File: src/rtl/wm8731_ctrl_pkg.sv
// Shared constants for the WM8731 control-port receiver: register map,
// register-file size and power-on defaults of the codec registers.
package wm8731_ctrl_pkg;

    localparam int NUM_REGS = 10;

    localparam logic [6:0] R0 = 7'h00;
    localparam logic [6:0] R1 = 7'h01;
    localparam logic [6:0] R2 = 7'h02;
    localparam logic [6:0] R3 = 7'h03;
    localparam logic [6:0] R4 = 7'h04;
    localparam logic [6:0] R5 = 7'h05;
    localparam logic [6:0] R6 = 7'h06;
    localparam logic [6:0] R7 = 7'h07;
    localparam logic [6:0] R8 = 7'h08;
    localparam logic [6:0] R9 = 7'h09;
    localparam logic [6:0] RESET_ADDR = 7'h0F;

    // Index [0] is R0, index [9] is R9.
    localparam logic [NUM_REGS-1:0][8:0] REG_DEFAULTS = {
        9'h000, 9'h000, 9'h00A, 9'h09F, 9'h008,
        9'h00A, 9'h079, 9'h079, 9'h097, 9'h097
    };

    function automatic logic is_reg_addr(input logic [6:0] addr);
        return addr <= R9;
    endfunction

endpackage

File: src/rtl/sync_edge.sv
// Two-flop synchroniser plus history flop for one asynchronous input,
// with rise/fall strobes taken from the last two stages.
module sync_edge #(
    parameter logic RST_VAL = 1'b0
) (
    input  logic clk_i,
    input  logic rst_ni,
    input  logic d_i,
    output logic level_o,
    output logic rise_o,
    output logic fall_o
);

    logic s1_q, s2_q, s3_q;

    always_ff @(posedge clk_i) begin
        if (!rst_ni) begin
            s1_q <= RST_VAL;
            s2_q <= RST_VAL;
            s3_q <= RST_VAL;
        end else begin
            s1_q <= d_i;
            s2_q <= s1_q;
            s3_q <= s2_q;
        end
    end

    assign level_o = s2_q;
    assign rise_o  = s2_q & ~s3_q;
    assign fall_o  = ~s2_q & s3_q;

endmodule

File: src/rtl/wm8731_ctrl_rx.sv
// WM8731 3-wire control-port receiver: deserialises 16-bit words framed by
// CSB rising edges and mirrors them into a shadow copy of the codec registers.
module wm8731_ctrl_rx #(
    parameter int MIN_HALF = 3
) (
    input  logic       clk_50M,
    input  logic       rst_n,
    input  logic       CSB,
    input  logic       SCLK,
    input  logic       SDIN,
    output logic       word_valid,
    output logic [6:0] word_addr,
    output logic [8:0] word_data,
    output logic       frame_err,
    output logic       addr_err,
    input  logic [3:0] rd_addr,
    output logic [8:0] rd_data,
    output logic       codec_active
);

    import wm8731_ctrl_pkg::*;

    // SCLK timing limits concern the driving side only.
    localparam int unused_min_half = MIN_HALF;

    logic csb_rise, sclk_rise, sdin_s;
    logic csb_level_unused, csb_fall_unused;
    logic sclk_level_unused, sclk_fall_unused;
    logic sdin_rise_unused, sdin_fall_unused;

    sync_edge #(.RST_VAL(1'b1)) u_sync_csb (
        .clk_i(clk_50M), .rst_ni(rst_n), .d_i(CSB),
        .level_o(csb_level_unused), .rise_o(csb_rise), .fall_o(csb_fall_unused)
    );

    sync_edge #(.RST_VAL(1'b0)) u_sync_sclk (
        .clk_i(clk_50M), .rst_ni(rst_n), .d_i(SCLK),
        .level_o(sclk_level_unused), .rise_o(sclk_rise), .fall_o(sclk_fall_unused)
    );

    sync_edge #(.RST_VAL(1'b0)) u_sync_sdin (
        .clk_i(clk_50M), .rst_ni(rst_n), .d_i(SDIN),
        .level_o(sdin_s), .rise_o(sdin_rise_unused), .fall_o(sdin_fall_unused)
    );

    logic [15:0]                  shreg_q, shreg_d, shreg_sh;
    logic [4:0]                   bitcnt_q, bitcnt_d, bitcnt_sh;
    logic [NUM_REGS-1:0][8:0]     regs_q, regs_d;
    logic [6:0]                   word_addr_q, word_addr_d;
    logic [8:0]                   word_data_q, word_data_d;
    logic                         word_valid_q, word_valid_d;
    logic                         frame_err_q, frame_err_d;
    logic                         addr_err_q, addr_err_d;

    // A same-cycle SCLK and CSB rise commits the already-shifted word.
    always_comb begin
        shreg_sh  = sclk_rise ? {shreg_q[14:0], sdin_s} : shreg_q;
        bitcnt_sh = (sclk_rise && bitcnt_q != 5'd16) ? bitcnt_q + 5'd1 : bitcnt_q;

        shreg_d      = shreg_sh;
        bitcnt_d     = bitcnt_sh;
        regs_d       = regs_q;
        word_addr_d  = word_addr_q;
        word_data_d  = word_data_q;
        word_valid_d = 1'b0;
        frame_err_d  = 1'b0;
        addr_err_d   = 1'b0;

        if (csb_rise) begin
            bitcnt_d = '0;
            if (bitcnt_sh == 5'd16) begin
                word_valid_d = 1'b1;
                word_addr_d  = shreg_sh[15:9];
                word_data_d  = shreg_sh[8:0];
                if (is_reg_addr(shreg_sh[15:9])) begin
                    for (int i = 0; i < NUM_REGS; i++) begin
                        if (shreg_sh[12:9] == 4'(i)) begin
                            regs_d[i] = shreg_sh[8:0];
                        end
                    end
                end else if (shreg_sh[15:9] == RESET_ADDR) begin
                    regs_d = REG_DEFAULTS;
                end else begin
                    addr_err_d = 1'b1;
                end
            end else begin
                frame_err_d = 1'b1;
            end
        end
    end

    always_ff @(posedge clk_50M) begin
        if (!rst_n) begin
            shreg_q      <= '0;
            bitcnt_q     <= '0;
            regs_q       <= REG_DEFAULTS;
            word_addr_q  <= '0;
            word_data_q  <= '0;
            word_valid_q <= 1'b0;
            frame_err_q  <= 1'b0;
            addr_err_q   <= 1'b0;
        end else begin
            shreg_q      <= shreg_d;
            bitcnt_q     <= bitcnt_d;
            regs_q       <= regs_d;
            word_addr_q  <= word_addr_d;
            word_data_q  <= word_data_d;
            word_valid_q <= word_valid_d;
            frame_err_q  <= frame_err_d;
            addr_err_q   <= addr_err_d;
        end
    end

    always_comb begin
        rd_data = '0;
        for (int i = 0; i < NUM_REGS; i++) begin
            if (rd_addr == 4'(i)) begin
                rd_data = regs_q[i];
            end
        end
    end

    assign word_valid   = word_valid_q;
    assign word_addr    = word_addr_q;
    assign word_data    = word_data_q;
    assign frame_err    = frame_err_q;
    assign addr_err     = addr_err_q;
    assign codec_active = regs_q[NUM_REGS-1][0];

endmodule
File: config.mk
export PLATFORM = sky130hd
export DESIGN_NAME = wm8731_ctrl_rx
export DESIGN_NICKNAME = d
export VERILOG_FILES = /design/src/rtl/wm8731_ctrl_pkg.sv /design/src/rtl/sync_edge.sv /design/src/rtl/wm8731_ctrl_rx.sv
export SDC_FILE = /design/constraint.sdc
export NUM_CORES = 1
export LEC_CHECK = 0
export CAP_MARGIN = 40
export CORE_MARGIN = 8
export CORE_UTILIZATION = 50
export DETAILED_ROUTE_END_ITERATION = 8
export PLACE_DENSITY = 0.69
export REMOVE_ABC_BUFFERS = 1
export SLEW_MARGIN = 30
export SYNTH_ARGS = -nofsm -noshare
export SYNTH_HDL_FRONTEND = slang
export SYNTH_SLANG_ARGS = --single-unit
File: constraint.sdc
create_clock -name clk_50M -period 3.33 [get_ports clk_50M]
set_input_delay 0.333 -clock clk_50M [delete_from_list [all_inputs] [get_ports clk_50M]]
set_output_delay 0.333 -clock clk_50M [all_outputs]
set_load 0.01 [all_outputs]
Word-level counts from Yosys, hierarchy flattened
Cells that the tools add are included.
Widths: inputs -> output; s select.
- add/subtract/negate cells: 1
- multipliers: 0
- divide/modulo/power cells: 0
- magnitude comparators: 1
- equal/unequal tests: 31
- shifts and indexed selects: 0
- mux-type cells: 27
- bitwise operators: 7
- reduce and logical (&&, ||, !) cells: 18
- operator list (kind ; count):
    $mux 9 ; 20
    $mux 90 ; 2
    $reduce_and 4->1 ; 10
    $eq 4x3->1 const B ; 8
    $ne 2x1->1 const B ; 10
    $eq 4x2->1 const B ; 4
    $eq 4x4->1 const B ; 4
    $mux 16 ; 1
    $eq 4x1->1 const B ; 2
    $logic_not 4->1 ; 2
    $eq 7x4->1 const B ; 1
    $le 7x4->1 const B ; 1
    $add 5x1->5 const B ; 1
    $eq 5x5->1 const B ; 1
    $mux 5 ; 1
    $ne 5x5->1 const B ; 1
    $not 1->1 ; 5
    $reduce_and 2->1 ; 2
    $reduce_or 4->1 ; 1
    $mux 1 ; 3
    $and 1x1->1 ; 2
    $reduce_bool 2->1 ; 1
    $reduce_or 2->1 ; 1
    $logic_and 1x1->1 ; 1
- bits in registers: 138
- latch bits: 0
- bits in writable memories: 0
- ROM bits: 0
- bits of input ports: 9
- output and inout port bits: 29
- word-level logic and storage cells: 110
- memories kept: 0

Longest topological paths before layout
Gate-level depths: netlist (run 1).
- depth in word-level cells: 11
- depth in mapped cells: 9
- mapped depth without buffers: 7

Modules after synthesis
From an unflattened synthesis (run 1), not the netlist that was laid out.
- cell total of the unflattened synthesis: 698
- area total of the unflattened synthesis: 6561.3 µm²
- modules (own cells, without submodules) (module ; times used ; cells an instance ; area each (µm²) ; sequential area each (µm²)):
    wm8731_ctrl_rx ; 1 ; 674 ; 6287.3 ; 2602.5
    sync_edge ; 3 ; 8 ; 91.3 ; 60.1

Worst setup path after synthesis (run 1)
OpenSTA, ideal clock, no wires.
- path kind: reg2reg
- start: register bitcnt_q[0]
- end: register regs_q[8] (netlist bit)
- library setup time: 0.132 ns
- arrival: 2.242 ns
- data required time: 3.198 ns
- setup slack: 0.956 ns
- cell stages (with the launch flop): 10
- path buffers: 2
- clock period less this slack: 2.374 ns
- path through: dfxtp_1 > inv_1 > ha_1 > nand2b_1 > or4_4 > a221oi_4 > buf_6 > o2111ai_1 > buf_4 > mux2i_1
- cells in the longest elaborated chain, start to end: 5
- elaborated cells between the ends (all ways): 6
- those cells by class: add/sub (1); eq/ne (2); mux (1); reduce/logical (2)
- RTL lines (what ; line ; RTL):
    start: declaration ; wm8731_ctrl_rx.sv:47 ; logic [4:0] bitcnt_q, bitcnt_d, bitcnt_sh;
    start signal: assignment ; wm8731_ctrl_rx.sv:104 ; bitcnt_q <= bitcnt_d;
    branches (longest 2 deep; another with $add 5x1->5) ; -- ;
    $mux 5 (*) ; wm8731_ctrl_rx.sv:58 ; bitcnt_sh = (sclk_rise && bitcnt_q != 5'd16) ? bitcnt_q + 5'd1 : bitcnt_q;
    $eq 5x5->1 (*) ; wm8731_ctrl_rx.sv:71 ; if (bitcnt_sh == 5'd16) begin
    $reduce_and 4->1 (no source line) (*) ; -- ;
    end signal: assignment ; wm8731_ctrl_rx.sv:105 ; regs_q <= regs_d;
    end: declaration ; wm8731_ctrl_rx.sv:48 ; logic [NUM_REGS-1:0][8:0] regs_q, regs_d;
Every way passes the cells marked *.
A chain may end at the register's enable or synchronous reset.

Worst setup path in the final report (run 1)
- start: input port rd_addr[1]
- end: output port rd_data[2]
- cells in the longest elaborated chain, start to end: 11
- elaborated cells between the ends (all ways): 20
- those cells by class: eq/ne (9); mux (10); reduce/logical (1)
- RTL lines (what ; line ; RTL):
    start: declaration ; wm8731_ctrl_rx.sv:16 ; input logic [3:0] rd_addr,
    $logic_not 4->1 ; wm8731_ctrl_rx.sv:117 ; if (rd_addr == 4'(i)) begin
    $mux 9 (9 in a row) ; wm8731_ctrl_rx.sv:117 ;
    $mux 9 (*) ; wm8731_ctrl_rx.sv:117 ;
    end: declaration ; wm8731_ctrl_rx.sv:17 ; output logic [8:0] rd_data,
Every way passes the cells marked *; elsewhere a longest branch is shown, timed or not.

==> impl_metrics.json, run 1 <==
{
  "cp_max_fo": 14,
  "crit_chain": "clkdlybuf4s50_1 -> or3b_2 -> nor2_1 -> o22a_1 -> o22ai_1 -> a31oi_1 -> clkdlybuf4s50_1",
  "cts-root-buf": "clkbuf_16",
  "setup_viol": 0,
  "drt-met1-wl_mm": 7.164,
  "hp-class": "in -> reg",
  "pwr-share-seq": 0.465,
  "drt-wirelength-per-cell_um": 16.80,
  "skew_ns": 0.006056,
  "drcViolationCount": 0,
  "clkLatencyLatePin_ns": 0.42,
  "port_buffers": 37,
  "tightest_slew_ns": 0.7061,
  "synth_seq_cells": 138,
  "numCtsBuffers": 17,
  "ir_drop_mv": 0.2940,
  "ys_warn_count": 0,
  "syn_avg_cell_area_um2": 8.711,
  "timing.setup.tns_ns": 0,
  "grt_max_degree": 65,
  "overflow": 0,
  "synth-edff-count": 0,
  "met2RoutedLength_mm": 7.596,
  "fin_crit_sh": 0.9290,
  "yosysSeqAreaShare": 0.4303,
  "hpwl_mm": 10.80,
  "cts_hold_buf": 0,
  "endpoint_kind": "output port",
  "async_flop_share": 0,
  "num-nets-final": 769,
  "crit_type": "in -> out",
  "drv_slew": 0,
  "drtIter0Drc": 597,
  "cpPeakStageDelay_ns": 0.74,
  "synth_cell_types": 52,
  "vias": 5324,
  "fin_util": 0.5940,
  "clock.fmax_ghz": 0.3232,
  "pin_count": 38,
  "antenna_found_initial": 0,
  "antenna_cells": 0,
  "cts_tree": "yes",
  "grt_pass1_wl_mm": 25.81,
  "cp_common_cell": "clkdlybuf4s50_1",
  "cap_violations": 0,
  "switching_share": 0.2229,
  "netlist_instances": 737,
  "syn_area_mm2": 0.006420,
  "rsz0062_at_grt": "false",
  "period_minus_slack_ns": 3.094,
  "cts_resized": 0,
  "vias_per_cell": 5.658,
  "finalHoldViolCount": 0,
  "slew_headroom": 0.5158,
  "coreArea_mm2": 0.01257,
  "p_clk_frac": 0.481,
  "die_y_um": 129.3,
  "cts_num_sinks": 138,
  "power.density_mw_per_mm2": 478.8,
  "drt.antenna.violating_nets": 0,
  "clk_path_buf_depth": 2,
  "path_clk_slew_ns": 0.06,
  "p_sw_w": 0.0007967,
  "start_util": 0.5108,
  "highest-signal-layer": "met4",
  "cts_max_level": 4,
  "slowest_stage": "clkdlybuf4s50_1",
  "grt_pass1_vias": 5148,
  "drtPass1Iterations": 5,
  "cts_setup_buffers": 0,
  "arrival_ns": 2.76,
  "worstSetupStartpointType": "primary input",
  "syn2layout_area_growth_pct": 16.29,
  "internal_power_w": 0.002778,
  "routed-wl-met3_um": 636,
  "drive_above_1_share": 0.09233,
  "die_w_um": 129.3,
  "status": "completed",
  "p_leak_nw": 3.279,
  "cp.required_ns": 3.00,
  "synth_top_flop_cell": "dfxtp_1",
  "r2r_slack_ns": 0.48,
  "rows": 41,
  "finalWirelength_mm": 15.81,
  "track_usage": 0.1972,
  "share_comb_of_total_power": 0.055,
  "gp_congestion": 0.8481,
  "dieArea_mm2": 0.01672
}
-- Yosys cell counts (3+ instances only) --
| library cell | number | area share |
|---|---|---|
| dfxtp_1 | 138 | 0.43 |
| nand2_1 | 114 | 0.067 |
| mux2i_1 | 107 | 0.17 |
| nor2_1 | 103 | 0.060 |
| clkbuf_1 | 41 | 0.024 |
| a211oi_1 | 25 | 0.029 |
| a21oi_1 | 20 | 0.016 |
| nand2b_1 | 14 | 0.014 |
| o21ai_0 | 14 | 0.011 |
| and2_1 | 12 | 0.012 |
| nor3_1 | 11 | 0.0086 |
| nand3b_1 | 10 | 0.012 |
| nor2b_1 | 10 | 0.0097 |
| o22ai_1 | 9 | 0.0088 |
| nand4_1 | 8 | 0.0078 |
| a21o_1 | 7 | 0.0082 |
| a31oi_1 | 7 | 0.0068 |
| buf_2 | 7 | 0.0055 |
| a211o_1 | 6 | 0.0082 |
| inv_1 | 6 | 0.0035 |
| a221oi_1 | 5 | 0.0068 |
| buf_4 | 5 | 0.0058 |
| or3b_2 | 5 | 0.0068 |
| xor2_1 | 4 | 0.0055 |
| and3b_1 | 3 | 0.0041 |
| buf_1 | 3 | 0.0018 |
| buf_6 | 3 | 0.0053 |
| mux2_2 | 3 | 0.0053 |
| nand3_1 | 3 | 0.0023 |
| nor4bb_1 | 3 | 0.0047 |
| o2111ai_1 | 3 | 0.0041 |
-- per-layer routing --
metal | global-route usage | vias up
li1 | - | 2587
met1 | 0.2386 | 2558
met2 | 0.3248 | 141
met3 | 0.04191 | 38
met4 | 0.09952 | 0
met5 | 0 | -
-- placed cells by master (no fill, tap or decap), types with 10 or more instances in the layout --
master / netlist / layout
clkbuf_16: 0 / 17
dfxtp_1: 138 / 138
nand3b_1: 10 / 10
a21oi_1: 20 / 20
mux2i_1: 107 / 107
buf_4: 5 / 23
clkdlybuf4s50_1: 0 / 36
nand2_1: 114 / 114
and2_1: 12 / 12
a211oi_1: 25 / 25
nor2_1: 103 / 103
o21ai_0: 14 / 14
nor3_1: 11 / 11
nand2b_1: 14 / 14
-- sequential cells by signal, summed over array words and instances, names as in the netlist, 5 cells and up --
name / flops
bitcnt_q: 5
regs_q: 89
shreg_q: 16
word_addr: 7
word_data: 9
-- critical path, delay by kind of cell --
kind / cells / cell delay (ns)
AO/OA/AOI/OAI: 3 / 0.43
AND/OR/NAND/NOR: 2 / 0.69
buffers and inverters: 2 / 1.30
-- final timing paths --
| check | from | endpoint | cells past startpoint |
|---|---|---|---|
| max | rd_addr[1] | rd_data[2] | 7 |
| max reg2reg | u_sync_sclk.s3_q$_SDFF_PN0_ | regs_q[66]$_SDFFE_PN1P_ | 6 |
| min | rst_n | regs_q[77]$_SDFFE_PN0P_ | 3 |
| min reg2reg | u_sync_csb.s1_q$_SDFF_PN1_ | u_sync_csb.level_o$_SDFF_PN1_ | 1 |
-- power groups by stage --
stage / clock (W) / sequential, W / combinational [W]
detailed placement: 0 / 0.00170 / 0.000195
CTS: 0.00175 / 0.00166 / 0.000196
floorplan: 0 / 0.00170 / 0.0000970
global route: 0.00181 / 0.00166 / 0.000213
global placement: 0 / 0.00170 / 0.000192
finish: 0.00172 / 0.00166 / 0.000196
-- metrics by stage --
step                hold slack [ns]  instances  total power, W  worst slack (ns)  area, µm²
floorplan                    0.3863        678        0.001792           -0.6758       6148
global placement             0.3999        911        0.001888            0.2724       6929
detailed placement           0.4142        911        0.001891            0.2638       6932
CTS                          0.3717        941        0.003606            0.2480       7466
global route                 0.4125        941        0.003688            0.1161       7466
finish                       0.3853        941        0.003575            0.2364       7466
-- cell families after synthesis --
logic type                 Yosys count  share of synthesized area
buffers and inverters               66                    0.04638
xor gates and xnor gates             6                   0.008185
AOI/OAI and AO/OA                  112                     0.1228
muxes                              110                     0.1721
DFF                                138                     0.4303
adders and majority gates            2                   0.003897
and+or+nand+nor                    303                     0.2163
-- final cells by class --
cell class	instances	area [µm²]
Sequential cell	138	2763
Fill cell	1097	5102
Multi-Input combinational cell	533	3367
Clock buffer	20	456.7
Clock inverter	10	77.57
Timing Repair Buffer	61	558.0
Inverter	7	28.78
Tap cell	172	215.2
Note: power is estimated with default switching activity, not from simulation.
==> inputs of run 2 (changes only) <==
Settings changed: SLEW_MARGIN 30 to 0.
==> run 2 against run 1 <==
Compared with the run above: maximum frequency down 0.23%; setup slack got worse by 0.0072 ns; first-iteration DRC count decreased by 2.3%; non-clock buffer count increased by 1; total power grew 6.3%; routed wire length decreased by 0.13%; clock skew about the same; final area up 1.3%; hold slack worse by 0.011 ns; sequential cell count stayed put; critical path type unchanged.
==> impl_metrics.json, run 2 (synthesis results as in run 1) <==
{
  "status": "completed",
  "grt_pass1_wl_mm": 25.68,
  "overflow": 0,
  "dieArea_mm2": 0.01672,
  "cp_top_family": "buffers and inverters",
  "cpPeakStageDelay_ns": 0.73,
  "fin_util": 0.6017,
  "cp.required_ns": 3.00,
  "drtPass1Iterations": 5,
  "numCtsBuffers": 17,
  "tightest_slew_ns": 0.6803,
  "cap_violations": 0,
  "finalHoldViolCount": 0,
  "mostFrequentLayoutCell": "dfxtp_1",
  "drt-wirelength-per-cell_um": 16.74,
  "path_clk_slew_ns": 0.06,
  "syn2layout_area_growth_pct": 17.79,
  "track_usage": 0.1967,
  "cts-root-buf": "clkbuf_16",
  "pin_count": 38,
  "cts_setup_buffers": 0,
  "cts_tree": "yes",
  "drtIter0Drc": 583,
  "fin_crit_sh": 0.9312,
  "period_minus_slack_ns": 3.101,
  "fillers": 1077,
  "setup_viol": 0,
  "vias_per_cell": 5.569,
  "cts_hold_buf": 0,
  "num-nets-final": 770,
  "coreArea_mm2": 0.01257,
  "regMostFlops": "regs_q",
  "final_cell_mix": "dfxtp_1 (138), nand2_1 (114), mux2i_1 (107)",
  "slowest_stage": "clkdlybuf4s50_1",
  "crit_buf_inv": 3,
  "timing.setup.tns_ns": 0,
  "rsz0062_at_grt": "false",
  "largest_reg_flops": 89,
  "clkLatencyLatePin_ns": 0.43,
  "power.density_mw_per_mm2": 502.6,
  "finalWirelength_mm": 15.79,
  "p_leak_nw": 3.327,
  "cp_max_fo": 14,
  "die_w_um": 129.3,
  "hpwl_mm": 10.91,
  "rows": 41,
  "crit_chain": "clkdlybuf4s50_1 -> buf_4 -> nor2b_1 -> o21ai_0 -> a221oi_1 -> o21ai_0 -> clkdlybuf4s50_1",
  "cts_max_level": 4,
  "gp_congestion": 0.8481,
  "drt.antenna.violating_nets": 0,
  "port_buffers": 37,
  "crit_type": "in -> out",
  "cts_num_sinks": 138,
  "endpoint_kind": "output port",
  "drv_slew": 0,
  "ir_drop_mv": 0.3188,
  "hp-class": "in -> reg",
  "grt_pass1_vias": 5149,
  "clk_path_buf_depth": 2,
  "cts_resized": 0,
  "antenna_found_initial": 0,
  "clock.fmax_ghz": 0.3225,
  "finalPower_w": 0.003801,
  "drcViolationCount": 0,
  "grt_max_degree": 53,
  "worstSetupStartpointType": "primary input",
  "start_util": 0.5108,
  "arrival_ns": 2.77,
  "antenna_cells": 0,
  "drive_above_1_share": 0.09468,
  "die_y_um": 129.3,
  "skew_ns": 0.006136,
  "vias": 5252,
  "slew_headroom": 0.5335,
  "hold_slack_ns": 0.3740
}
## run 2: per-layer routing
metal,wire length [µm],part of all wire,up-vias,track usage
met3,699,0.044,27,0.04026
met5,0,0,-,0
met1,7073,0.45,2523,0.2359
li1,-,-,2586,-
met2,7677,0.49,116,0.3312
met4,337,0.021,0,0.09191
## run 2: through the flow
| step | instance area [µm²] | instances | setup slack, ns |
|---|---|---|---|
| after floorplan | 6148 | 678 | -0.6758 |
| after global placement | 6929 | 911 | 0.2724 |
| after detailed placement | 6949 | 912 | 0.2620 |
| after CTS | 7562 | 943 | 0.2231 |
| after global routing | 7562 | 943 | 0.05847 |
| final | 7562 | 943 | 0.2292 |
## run 2: report_power, final
part,internal (W),total (W),switching (W)
sequential,0.00166,0.00166,0.00000377
combinational,0.0000799,0.000199,0.000119
clock,0.00126,0.00194,0.000677
## run 2: worst paths after layout
path	from	to	slack [ns]	cells past startpoint
worst max register to register	bitcnt_q[0]$_SDFF_PP0_	regs_q[74]$_SDFFE_PN0P_	0.47	8
worst min-delay path	rst_n	regs_q[80]$_SDFFE_PN0P_	0.37	3
worst min register to register	u_sync_csb.s1_q$_SDFF_PN1_	u_sync_csb.level_o$_SDFF_PN1_	0.43	1
worst max-delay path	rd_addr[1]	rd_data[3]	0.23	7
## run 2: worst min-delay path, delay by kind of cell
kind | cells | cell delay, ns
muxes | 1 | 0.06
and+or+nand+nor | 1 | 0.12
buffers and inverters | 1 | 0.24
## run 2: layout make-up
| class | count | area (µm²) | area share |
|---|---|---|---|
| Tap cell | 172 | 215.2 | 0.02846 |
| Clock inverter | 8 | 115.1 | 0.01522 |
| Sequential cell | 138 | 2763 | 0.3653 |
| Timing Repair Buffer | 62 | 578.1 | 0.07644 |
| Clock buffer | 23 | 498.0 | 0.06585 |
| Multi-Input combinational cell | 533 | 3367 | 0.4452 |
| Inverter | 7 | 26.28 | 0.003475 |
==> inputs of run 3 (changes only) <==
Settings changed: RECOVER_POWER set to 50, SKIP_LAST_GASP set to 1, SLEW_MARGIN 0 to unset.
==> run 3 against run 2 <==
Compared with the run above: the run now ends with capacitance limit, slew limit left; final area shrank 0.46%; total power shrank 0.14%; final cell count is the same; routed wire length shrank 0.30%; sequential share of layout area grew 0.17 points; via count grew 1.0%; global-route usage is the same; maximum frequency is essentially flat; first-iteration DRC count shrank 11%; hold slack gained 0.0043 ns; critical path type unchanged; critical endpoint unchanged; largest cell class unchanged.
==> impl_metrics.json, run 3 (synthesis results as in run 1) <==
{
  "slowest_stage": "clkdlybuf4s50_1",
  "cts-root-buf": "clkbuf_16",
  "slew_headroom": -0.5103,
  "regMostFlops": "regs_q",
  "drcViolationCount": 0,
  "final_cell_mix": "dfxtp_1 (138), nand2_1 (114), mux2i_1 (107)",
  "finalPower_w": 0.003795,
  "finalHoldViolCount": 0,
  "overflow": 0,
  "cts_num_sinks": 138,
  "gp_congestion": 0.8481,
  "die_w_um": 129.3,
  "clock.fmax_ghz": 0.3223,
  "fillers": 1089,
  "coreArea_mm2": 0.01257,
  "cp_max_fo": 14,
  "syn2layout_area_growth_pct": 17.25,
  "crit_type": "in -> out",
  "endpoint_kind": "output port",
  "mostFrequentLayoutCell": "dfxtp_1",
  "num-nets-final": 770,
  "power.density_mw_per_mm2": 504.2,
  "crit_buf_inv": 3,
  "ir_drop_mv": 0.3139,
  "cts_setup_buffers": 0,
  "crit_chain": "clkdlybuf4s50_1 -> buf_4 -> nor2b_1 -> o21ai_0 -> a221oi_1 -> o21ai_0 -> clkdlybuf4s50_1",
  "largest_reg_flops": 89,
  "rsz0062_at_grt": "false",
  "antenna_found_initial": 0,
  "grt_max_degree": 53,
  "arrival_ns": 2.77,
  "rows": 41,
  "cp.required_ns": 3.00,
  "pwr-share-seq": 0.438,
  "grt_pass1_vias": 5149,
  "p_clk_frac": 0.510,
  "setup_slack_ns": 0.2270,
  "share_comb_of_total_power": 0.052,
  "setup_viol": 0,
  "drive_above_1_share": 0.08560,
  "status": "finished, violations left",
  "cts_hold_buf": 0,
  "start_util": 0.5108,
  "p_sw_w": 0.0007947,
  "cp_top_family": "buffers and inverters",
  "fin_crit_sh": 0.9318,
  "cap_violations": 1,
  "antenna_cells": 0,
  "hp-class": "in -> reg",
  "drtIter0Drc": 519,
  "drt-wirelength-per-cell_um": 16.69,
  "die_y_um": 129.3,
  "violations": "capacitance limit, slew limit",
  "port_buffers": 37,
  "finalInstanceArea_mm2": 0.007527,
  "drv_slew": 53,
  "vias": 5307,
  "clkLatencyLatePin_ns": 0.42,
  "p_leak_nw": 3.372,
  "grt_pass1_wl_mm": 25.68,
  "skew_ns": 0.006220,
  "cts_resized": 0,
  "clk_path_buf_depth": 2,
  "hpwl_mm": 10.91,
  "drtPass1Iterations": 5,
  "path_clk_slew_ns": 0.06,
  "cts_tree": "yes",
  "period_minus_slack_ns": 3.103,
  "vias_per_cell": 5.628,
  "pre_cts_ws_ns": 0.2620,
  "drt.antenna.violating_nets": 0,
  "track_usage": 0.1967,
  "finalWirelength_mm": 15.74,
  "switching_share": 0.2094,
  "cpPeakStageDelay_ns": 0.74,
  "tightest_slew_ns": 2.265,
  "pin_count": 38,
  "dieArea_mm2": 0.01672,
  "placedInstanceArea_mm2": 0.006949,
  "cts_max_level": 4,
  "numCtsBuffers": 17,
  "internal_power_w": 0.003001,
  "worstSetupStartpointType": "primary input"
}
run 3: cell types whose count changed in the layout (fill, tap and decap cells not counted), sizes merged:
cell / previous run / this run
clkbuf: 23 / 33
dlygate4sd3: 0 / 21
clkdlybuf4s50: 36 / 15
buf: 26 / 16
run 3: power groups by stage:
stage	Clock, W	Combinational [W]	Sequential (W)
3_5_place_dp	0	0.000196	0.00170
5_1_grt	0.00204	0.000214	0.00166
3_3_place_gp	0	0.000192	0.00170
6_report	0.00194	0.000197	0.00166
2_1_floorplan	0	0.0000970	0.00170
4_1_cts	0.00197	0.000198	0.00166
run 3: layout make-up:
class | instances | area, µm² | share of cell area
clock inverter | 8 | 115.1 | 0.01529
timing repair buffer | 62 | 545.5 | 0.07247
inverter | 7 | 26.28 | 0.003491
multi-input combinational | 533 | 3364 | 0.4470
sequential | 138 | 2763 | 0.3670
clock buffer | 23 | 498.0 | 0.06616
tap | 172 | 215.2 | 0.02859
run 3: worst min-delay path: cells and delay by family:
family	cells	cell delay, ns
buffers and inverters	1	0.24
and+or+nand+nor	1	0.12
muxes	1	0.06
run 3: path summary, 6_finish.rpt:
path | start | endpoint | slack, ns | depth (start not counted)
max | rd_addr[1] | rd_data[3] | 0.23 | 7
min | rst_n | regs_q[80]$_SDFFE_PN0P_ | 0.38 | 3
max reg2reg | bitcnt_q[0]$_SDFF_PP0_ | word_addr[6]$_SDFFE_PN0P_ | 0.44 | 8
min reg2reg | u_sync_csb.s1_q$_SDFF_PN1_ | u_sync_csb.level_o$_SDFF_PN1_ | 0.43 | 1
run 3: through the flow:
| stage | setup TNS, ns | util | hold WS [ns] | std cells |
|---|---|---|---|---|
| global placement | 0 | 0.5513 | 0.3999 | 911 |
| global route | 0 | 0.5989 | 0.3883 | 943 |
| CTS | 0 | 0.6017 | 0.3556 | 943 |
| finish | 0 | 0.5989 | 0.3783 | 943 |
| floorplan | -51.61 | - | 0.3863 | 678 |
| detailed placement | 0 | 0.5529 | 0.4212 | 912 |
run 3: per-layer routing:
metal  track usage  routed length [µm]
met1        0.2359                7070
met3       0.04026                 702
met2        0.3312                7616
met5             0                   0
met4       0.09191                 351
